==> src/rtl/pe_mac_v2.sv <==
// pe_mac_v2 -- systolic processing element with a pipelined multiplier.
// Output-stationary (OS) mode accumulates locally and hands the sum out through
// a drain FSM with a valid/ready handshake. Weight-stationary (WS) mode adds the
// product to the partial sum arriving from the north and passes it south.
// Arithmetic is signed or unsigned and saturating or wrapping, set by parameters.
module pe_mac_v2 #(
    parameter int DATA_W   = 8,
    parameter int SUM_W    = 32,
    parameter int SIGNED   = 0,
    parameter int MUL_PIPE = 1,
    parameter int SATURATE = 1
) (
    input  logic              clk,
    input  logic              rst,
    input  logic              en,
    input  logic              mode,
    input  logic              w_load,
    input  logic              acc_clr,
    input  logic              drain,
    input  logic [DATA_W-1:0] a_in,
    input  logic              a_vld_in,
    input  logic [DATA_W-1:0] b_in,
    input  logic [SUM_W-1:0]  psum_in,
    output logic [DATA_W-1:0] a_out,
    output logic              a_vld_out,
    output logic [DATA_W-1:0] b_out,
    output logic [SUM_W-1:0]  psum_out,
    output logic [SUM_W-1:0]  sum_out,
    output logic              sum_vld,
    input  logic              sum_rdy,
    output logic              sat_flag
);

    localparam int PROD_W = 2 * DATA_W;

    typedef enum logic [1:0] {
        ST_ACC   = 2'd0,
        ST_FLUSH = 2'd1,
        ST_HOLD  = 2'd2
    } state_t;

    // Widen the raw product to the sum width, honouring the operand signedness.
    function automatic logic [SUM_W-1:0] ext_prod(input logic [PROD_W-1:0] p);
        logic [SUM_W-1:0] r;
        if (SIGNED != 0) begin
            r = SUM_W'($signed(p));
        end else begin
            r = SUM_W'(p);
        end
        return r;
    endfunction

    // Add two sums; the MSB of the result is the overflow flag (only ever set
    // when saturating), the rest is the clamped or wrapped sum.
    function automatic logic [SUM_W:0] add_rule(input logic [SUM_W-1:0] x,
                                                input logic [SUM_W-1:0] y);
        logic [SUM_W:0]   raw;
        logic             ovf;
        logic [SUM_W-1:0] res;
        raw = {1'b0, x} + {1'b0, y};
        if (SIGNED != 0) begin
            ovf = (x[SUM_W-1] == y[SUM_W-1]) && (raw[SUM_W-1] != x[SUM_W-1]);
        end else begin
            ovf = raw[SUM_W];
        end
        if ((SATURATE != 0) && ovf) begin
            if (SIGNED != 0) begin
                res = x[SUM_W-1] ? {1'b1, {(SUM_W-1){1'b0}}} : {1'b0, {(SUM_W-1){1'b1}}};
            end else begin
                res = {SUM_W{1'b1}};
            end
        end else begin
            res = raw[SUM_W-1:0];
        end
        return {((SATURATE != 0) && ovf), res};
    endfunction

    // ------------------------------------------------------------------
    // Declarations
    // ------------------------------------------------------------------
    state_t              state_r;
    state_t              state_nxt_s;
    logic [1:0]          cnt_r;
    logic [1:0]          cnt_nxt_s;
    logic                flush_done_s;
    logic                hold_rel_s;
    logic                sum_vld_nxt_s;

    logic [DATA_W-1:0]   w_r;
    logic [PROD_W-1:0]   op_a_s;
    logic [PROD_W-1:0]   op_b_s;
    logic [PROD_W-1:0]   prod_s;
    logic [SUM_W-1:0]    prod_ext_s;
    logic                cap_v_s;

    logic                emerge_v_s;
    logic                emerge_m_s;
    logic [SUM_W-1:0]    emerge_p_s;
    logic                use_os_s;
    logic                use_ws_s;
    logic [SUM_W:0]      os_add_s;
    logic [SUM_W:0]      ws_add_s;

    logic [SUM_W-1:0]    acc_r;
    logic                sat_r;
    logic [SUM_W-1:0]    psum_r;
    logic                sum_vld_r;
    logic [DATA_W-1:0]   a_r;
    logic                a_vld_r;
    logic [DATA_W-1:0]   b_r;

    // ------------------------------------------------------------------
    // Multiplier front end
    // ------------------------------------------------------------------

    // Form the product from the west operand and either the stored weight or b_in.
    always_comb begin
        op_a_s = {PROD_W{1'b0}};
        op_b_s = {PROD_W{1'b0}};
        if (SIGNED != 0) begin
            op_a_s = PROD_W'($signed(a_in));
            op_b_s = mode ? PROD_W'($signed(w_r)) : PROD_W'($signed(b_in));
        end else begin
            op_a_s = PROD_W'(a_in);
            op_b_s = mode ? PROD_W'(w_r) : PROD_W'(b_in);
        end
        prod_s     = op_a_s * op_b_s;
        prod_ext_s = ext_prod(prod_s);
    end

    // Capture is suppressed in OS mode while draining, except that a clear
    // restarts accumulation and takes the same-cycle operand as its first term.
    assign cap_v_s = a_vld_in & (mode | (state_r == ST_ACC) | acc_clr);

    generate
        if (MUL_PIPE == 0) begin : g_comb
            assign emerge_v_s = cap_v_s;
            assign emerge_m_s = mode;
            assign emerge_p_s = prod_ext_s;
        end else begin : g_pipe
            logic [SUM_W-1:0]    p_r [0:MUL_PIPE-1];
            logic [MUL_PIPE-1:0] v_r;
            logic [MUL_PIPE-1:0] m_r;

            // Advance products with their valid and mode tag; a clear drops in-flight ones.
            always_ff @(posedge clk) begin
                if (rst) begin
                    v_r <= {MUL_PIPE{1'b0}};
                    m_r <= {MUL_PIPE{1'b0}};
                    for (int i = 0; i < MUL_PIPE; i++) begin
                        p_r[i] <= {SUM_W{1'b0}};
                    end
                end else if (en) begin
                    v_r[0] <= cap_v_s;
                    m_r[0] <= mode;
                    p_r[0] <= prod_ext_s;
                    for (int i = 1; i < MUL_PIPE; i++) begin
                        v_r[i] <= acc_clr ? 1'b0 : v_r[i-1];
                        m_r[i] <= m_r[i-1];
                        p_r[i] <= p_r[i-1];
                    end
                end
            end

            assign emerge_v_s = v_r[MUL_PIPE-1] & ~acc_clr;
            assign emerge_m_s = m_r[MUL_PIPE-1];
            assign emerge_p_s = p_r[MUL_PIPE-1];
        end
    endgenerate

    assign use_os_s = emerge_v_s & ~emerge_m_s;
    assign use_ws_s = emerge_v_s & emerge_m_s;
    assign os_add_s = add_rule(acc_r, emerge_p_s);
    assign ws_add_s = add_rule(psum_in, emerge_p_s);

    // ------------------------------------------------------------------
    // Drain FSM
    // ------------------------------------------------------------------

    // State and flush counter register; frozen while en is low.
    always_ff @(posedge clk) begin
        if (rst) begin
            state_r <= ST_ACC;
            cnt_r   <= 2'd0;
        end else if (en) begin
            state_r <= state_nxt_s;
            cnt_r   <= cnt_nxt_s;
        end else begin
            state_r <= state_r;
            cnt_r   <= cnt_r;
        end
    end

    // Next-state logic; a clear overrides drain and sum_rdy.
    always_comb begin
        state_nxt_s = state_r;
        cnt_nxt_s   = 2'd0;
        if (acc_clr) begin
            state_nxt_s = ST_ACC;
        end else begin
            case (state_r)
                ST_ACC: begin
                    if (drain && !mode) begin
                        state_nxt_s = ST_FLUSH;
                    end else begin
                        state_nxt_s = ST_ACC;
                    end
                end
                ST_FLUSH: begin
                    if (flush_done_s) begin
                        state_nxt_s = ST_HOLD;
                    end else begin
                        state_nxt_s = ST_FLUSH;
                        cnt_nxt_s   = cnt_r + 2'd1;
                    end
                end
                ST_HOLD: begin
                    if (sum_rdy) begin
                        state_nxt_s = ST_ACC;
                    end else begin
                        state_nxt_s = ST_HOLD;
                    end
                end
                default: begin
                    state_nxt_s = ST_ACC;
                end
            endcase
        end
    end

    // Output decode: flush length, handshake release and the next sum_vld value.
    always_comb begin
        flush_done_s  = ((32'(cnt_r) + 32'd1) >= 32'(MUL_PIPE));
        hold_rel_s    = 1'b0;
        sum_vld_nxt_s = 1'b0;
        if ((state_r == ST_HOLD) && sum_rdy && !acc_clr) begin
            hold_rel_s = 1'b1;
        end else begin
            hold_rel_s = 1'b0;
        end
        if (state_nxt_s == ST_HOLD) begin
            sum_vld_nxt_s = 1'b1;
        end else begin
            sum_vld_nxt_s = 1'b0;
        end
    end

    // ------------------------------------------------------------------
    // Datapath registers
    // ------------------------------------------------------------------

    // Stationary weight; a same-cycle product still sees the previous value.
    always_ff @(posedge clk) begin
        if (rst) begin
            w_r <= {DATA_W{1'b0}};
        end else if (en && w_load) begin
            w_r <= b_in;
        end
    end

    // OS accumulator and sticky overflow flag.
    always_ff @(posedge clk) begin
        if (rst) begin
            acc_r <= {SUM_W{1'b0}};
            sat_r <= 1'b0;
        end else if (en) begin
            if (acc_clr) begin
                acc_r <= use_os_s ? emerge_p_s : {SUM_W{1'b0}};
                sat_r <= 1'b0;
            end else if (hold_rel_s) begin
                acc_r <= {SUM_W{1'b0}};
                sat_r <= 1'b0;
            end else begin
                if (use_os_s) begin
                    acc_r <= os_add_s[SUM_W-1:0];
                end
                sat_r <= sat_r | (use_os_s & os_add_s[SUM_W]) | (use_ws_s & ws_add_s[SUM_W]);
            end
        end
    end

    // WS partial sum to the south; holds when no WS product emerges.
    always_ff @(posedge clk) begin
        if (rst) begin
            psum_r <= {SUM_W{1'b0}};
        end else if (en && use_ws_s) begin
            psum_r <= ws_add_s[SUM_W-1:0];
        end
    end

    // Registered readout valid.
    always_ff @(posedge clk) begin
        if (rst) begin
            sum_vld_r <= 1'b0;
        end else if (en) begin
            sum_vld_r <= sum_vld_nxt_s;
        end
    end

    // Operand forwarding to the east and south neighbours.
    always_ff @(posedge clk) begin
        if (rst) begin
            a_r     <= {DATA_W{1'b0}};
            a_vld_r <= 1'b0;
            b_r     <= {DATA_W{1'b0}};
        end else if (en) begin
            a_r     <= a_in;
            a_vld_r <= a_vld_in;
            b_r     <= b_in;
        end
    end

    assign a_out     = a_r;
    assign a_vld_out = a_vld_r;
    assign b_out     = b_r;
    assign psum_out  = psum_r;
    assign sum_out   = acc_r;
    assign sum_vld   = sum_vld_r;
    assign sat_flag  = sat_r;

endmodule

==> config.mk <==
export PLATFORM = sky130hd
export DESIGN_NAME = pe_mac_v2
export DESIGN_NICKNAME = d
export VERILOG_FILES = /design/src/rtl/pe_mac_v2.sv
export SDC_FILE = /design/constraint.sdc
export NUM_CORES = 1
export LEC_CHECK = 0
export ABC_AREA = 1
export BUFFER_PORTS_ARGS = -buffer_cell sky130_fd_sc_hd__buf_4
export CAP_MARGIN = 5
export CORE_MARGIN = 1
export CORE_UTILIZATION = 35
export DETAILED_ROUTE_END_ITERATION = 12
export GPL_TIMING_DRIVEN = 0
export HOLD_SLACK_MARGIN = 0.12
export PLACE_DENSITY = 0.5
export SLEW_MARGIN = 30
export SYNTH_ARGS = -nofsm -noshare
export SYNTH_HDL_FRONTEND = slang
export SYNTH_SLANG_ARGS = --single-unit
==> constraint.sdc <==
create_clock -name clk -period 6.88 [get_ports clk]
set_input_delay 0.688 -clock clk [delete_from_list [all_inputs] [get_ports clk]]
set_output_delay 0.688 -clock clk [all_outputs]
set_load 0.05 [all_outputs]
# After elaboration in Yosys (flattened, before gate mapping)
# Memories as Yosys holds them, arrays and structs flattened.
# Index checks and enable logic that the tools add are counted.
[totals] register_bits=97 ramBits=16 inputBits=57 mem_count=1
[memory_table] memory="g_pipe.p_r" words=1 width=16 read_ports=1 rd_ports_with_merged_regs=0 wr=1 line="141" source="logic [SUM_W-1:0] p_r [0:MUL_PIPE-1];"
[op_classes] add_sub_neg=4 mul=1 order_cmp=1 n_eq_ne=3 mux=26 bitwise=12 n_reduce_logical=11
[ops] op="$mux 32" count=6
[ops] op="$add 32x32->33" count=2
[ops] op="$mul 8x8->16" count=1
[ops] op="$mux 16" count=1
[ops] op="$reduce_or 16->1" count=1
[ops] op="$mux 2" count=6
[ops] op="$mux 1" count=11
[ops] op="$mux 8" count=1
[ops] op="$and 1x1->1" count=6
[ops] op="$pmux 2 s3" count=1
[ops] op="$logic_and 1x1->1" count=5
[ops] op="$eq 2x2->1 const B" count=2
[ops] op="$or 1x1->1" count=4
[ops] op="$add 2x1->3 const B" count=1
[ops] op="$ge 3x1->1 const B" count=1
[ops] op="$reduce_bool 3->1" count=1
[ops] op="$add 2x1->2 const B" count=1
[ops] op="$eq 2x1->1 const B" count=1
[ops] op="$logic_not 1->1" count=2
[ops] op="$logic_not 2->1" count=1
[ops] op="$not 1->1" count=2
[ops] op="$reduce_and 2->1" count=1

# Logic depth before layout (Yosys ltp)
[depth] depth_word=8 depth_mapped=23 mapped_depth_nobuf=22

# Least setup slack after synthesis
# Ideal clock, no wire load.
[synth_timing] kind="input -> register" startpoint="input mode" endpoint="memory g_pipe.p_r[0][15] (netlist bit) (data pin)" arrival_ps=5140 required_time_ps=6627 setup_slack_ps=1487 stages=23 n_path_buf=1 path_cell_list="buf_2 -> clkinv_1 -> or2_2 -> o21ai_1 -> inv_1 -> nand2_1 -> fa_1 -> fa_1 -> inv_1 -> fa_1 -> inv_1 -> fa_1 -> inv_1 -> ha_1 -> nand2_1 -> o21ai_0 -> nor2_1 -> o21ai_0 -> nand2_1 -> o21ai_0 -> nand2_1 -> nand2_1 -> nor2_1"
[synth_between] elab_chain_len=3
[synth_rtl] item="from (decl)" line="16" source="input logic mode,"
[synth_rtl] item="$mux 8" line="125" source="op_b_s = mode ? PROD_W'(w_r) : PROD_W'(b_in);"
[synth_rtl] item="$mul 8x8->16" line="127" source="prod_s = op_a_s * op_b_s;"
[synth_rtl] item="$mux 16 (no line)"
[synth_rtl] item="to (decl)" line="141"
# No other way between the ends.

# Worst setup path after layout
# Same ends and word-level chain as after synthesis.

==> results list <==
- Proportion of synthesized flip-flops having asynchronous set or reset: 0
- Routability-driven placement congestion ratio: around 0.90
* Antenna violations before repair: 0
* Dpl cells: 1,805
- In this run the cell area of the synthesized design comes to approximately 9000 um^2.
- The number of antenna diodes in the final layout is 0.
- Measured along the x axis, the die boundary spans between 150 and 200 um.
* Layout Nets: roughly 1.7k
- After synthesis the netlist holds a flip-flop and latch count of between 100 and 150.
- between 100 and 150 I/O pins were placed.
- On the worst path, the slowest cell contributes a delay of 0.54 ns.
- Sequential element share of the synthesized area: 0.2619
- Among all flip-flop cells after synthesis, the most frequent one is dfxtp_1.
- Count of buffers inserted at the top-level ports: around 140
- The die is between 150 and 200 um tall.
- The number of pins exceeding their max-slew limit in the final report came to 0.
* Area occupied by multi-input gates: just under 6000 um^2
* Routed via count divided by cell count: slightly below 5
* Leakage: between 5 and 6 nW
- Worst hold margin: ~0.47 ns
- R2r setup slk: between 1.5 and 2 ns
* Clock sink total: 113
- Worst-case headroom to the max-slew limit: 0.3997
- Registers take 2422 um^2.
- Most common cell after layout, fill and taps aside: nand2_1
* Clock Pin Slew Worst Setup and Hold Paths: 0.05 ns
- Count of H-tree levels built during CTS: 4
- Post-CTS timing repair inserted 0 buffers for setup.
* Reg-to-reg startpoint: w_r[5]
- In the final layout, the share of cells above drive strength 1 is 0.1572.
- Part of the cycle the worst path needs: 0.8238
* Transition at the pin with the smallest max-transition slack: 0.8754 ns
* Largest net degree at the start of global routing: 23
- In the final timing run, aggregate negative setup slack is 0 ns.
* Half-perimeter wire length of the detailed placement result: about 23,000 um
- For this block, the routed nets add up to a little under 30,000 um of wire.
* Ys Warns: 0
* Effective utilization at floorplan: 0.3559
* R2R depth: 20
- Total number of vias: ~9k
- Startpoint class of the critical path: input port
* Category of the critical setup timing path: input port to register
- Source-to-sink clock delay at the later pin of the worst-skew pair: ~0.42 ns
- In this run, CTS created clock tree buffers numbering 17.
- The critical path goes through buf_2 > clkinv_1 > or2_2 > o21ai_1 > inv_1 > nand2_1 > fa_1 > fa_1 > inv_1 > fa_1 > inv_1 > fa_1 > inv_1 > ha_1 > nand2_1 > o21ai_0 > nor2_1 > o21ai_0 > nand2_1 > o21ai_0 > nor2_1 > nor2_1.
- Library cell used as clock root buffer: clkbuf_16
* Total DRC errors in the routed layout: 0
* Clock tree skew after final layout: ~0.014 ns
- Final standard cell count with taps included and fillers excluded: 1,836
* Ratio of total power to cell area: about 220 nW/um^2
- Violation count after the first detailed-route iteration: 677
- Overall fraction of global-route tracks in use: 0.2170
* Resized cells post-CTS: 0
- Family with the most delay on the worst path: adder cells
- For this run, the share of the core covered by cells in the final layout is 0.4343.
- Number of synthesized flops with an enable pin: 16
- The number of nets in the synthesized netlist is 1,498.
* Area growth from synthesis to final layout: 22.04%
- Setup repair after global routing missed its margin: false
* Critical Path Slowest Stage Cell: fa_1
- Kind of capture point of the worst setup path: register
- Overall power: 2.525 mW
- After layout, the minimum clock period comes to 5.668 ns.
- Placeable core region: approximately 26,000 um^2
- The floorplan has 59 rows.
- Together, buffers and inverters on the worst path number 6.
* Start point of the critical path: mode
* Endpoints failing hold: 0
- Synthesis produced a netlist whose cell count is ~1.3k.
- The tightest min-delay check is of the register to register type.
* TritonCTS clock tree: built
* Number of cells on the critical path: 22
- Across the run, the number of max-cap violations was 0.
- Vias in the first global route: roughly 8.4k
- Hold repair after CTS inserted 0 buffers.
* Mapped Avg Cell Area: slightly below 7 um^2
* Area enclosed by the die boundary: roughly 27,000 um^2
* Outcome: complete, no violations
* Critical path required time: around 7 ns
* Fill cell count: 2,765
* Drt pass-1 iters: 5
- Commonest cells after routing, fill and taps aside: 332 x nand2_1, 202 x inv_1, 137 x buf_4
- Global route total overflow: 0
- Setup violations, final: 0
* Arrival @ worst endpoint: slightly below 6 ns
- Peak clock frequency supported by timing: between 150 and 200 MHz
- Number of library cell types mapped by synthesis: 43
- Worst R2R End: g_pipe.p_r[0][15]
* Remaining number of nets flagged by the antenna check after routing: 0
* Crit path capture: g_pipe.p_r[0][15]
- The first global-routing pass estimated approximately 45,000 um of wire.
* Worst Path Max Fanout: 10
- Peak supply drop: around 170 uV
- Avg WL per Cell: between 15 and 20 um
* Maximum root-to-sink buffer count: 2
[where the power goes]
group	total, mW	internal [mW]	switching (mW)
clock network	0.897	0.568	0.330
registers	0.756	0.712	0.0438
logic	0.872	0.312	0.559
total	2.53	1.59	0.933
[cell families (layout without fill, tap and decap cells)]
kind of cell	Yosys count	count (layout)	share of synthesized area
fa+ha+maj	108	108	0.1770
buf+inv	237	405	0.1016
compound gates	227	227	0.1437
mux	3	3	0.003247
xor+xnor	32	32	0.03031
flops	113	113	0.2619
simple gates	613	613	0.2822
[cell usage after synthesis, drive strengths merged, types with 10 or more instances]
master | count | share of area
ha | 70 | 0.095
nand4 | 16 | 0.011
inv | 205 | 0.083
xor2 | 19 | 0.018
nand3 | 86 | 0.052
o21ai | 94 | 0.055
nor2 | 133 | 0.054
clkbuf | 19 | 0.0077
a21oi | 103 | 0.064
buf | 10 | 0.0092
dfxtp | 97 | 0.21
o21a | 13 | 0.011
nand2 | 337 | 0.14
fa | 38 | 0.082
edfxtp | 16 | 0.052
nor3 | 25 | 0.015
xnor2 | 13 | 0.012
[tightest hold or removal path, stage by stage, from the launching register on]
cell and delay, ns:
dfxtp_1 0.31, nand2_1 0.06, nand2_1 0.05
[how the worst min path moves through the flow]
stage,from,to,slack (ns),depth (start not counted)
floorplan,cnt_r[0],cnt_r[0],0.44,2
CTS,sum_vld,sum_vld,0.46,2
finish,sum_vld,sum_vld,0.47,2
global route,a_vld_in,a_vld_out,0.48,2
detailed placement,a_out[1],a_out[1],0.45,2
global placement,sum_vld,sum_vld,0.45,2
[cell type report]
type,count,area share
flip-flops and latches,113,0.2146
repair buffers,137,0.09113
clock inverters,9,0.009424
clock buffers,22,0.04290
inverters,208,0.06940
multi-input cells,983,0.5215
plain buffers,29,0.01386
well taps,335,0.03714
[layer usage]
layer,GRT usage,vias to the layer above,part of all wire
li1,-,4614,-
met1,0.3032,4237,0.48
met2,0.3522,190,0.47
met3,0.03164,20,0.042
met4,0.04629,0,0.0080
met5,0,-,0
[flip-flops by register name (all words and copies together), names as in the netlist]
| signal | cells |
|---|---|
| psum_out | 32 |
| sum_out | 32 |
| g_pipe.p_r | 16 |
| a_out | 8 |
| b_out | 8 |
| w_r | 8 |
| cnt_r | 2 |
| state_r | 2 |
| a_vld_out | 1 |
| emerge_m_s | 1 |
| g_pipe.v_r | 1 |
| sat_flag | 1 |
| sum_vld | 1 |
[through the flow]
stage	setup WS (ns)	instance area, um^2
after detailed placement	0.7665	10700
after global placement	0.7736	10700
after floorplan	1.487	9248
after global routing	0.6542	11290
final	1.212	11290
after CTS	1.181	11290
Note: power is estimated with default switching activity, not from simulation.
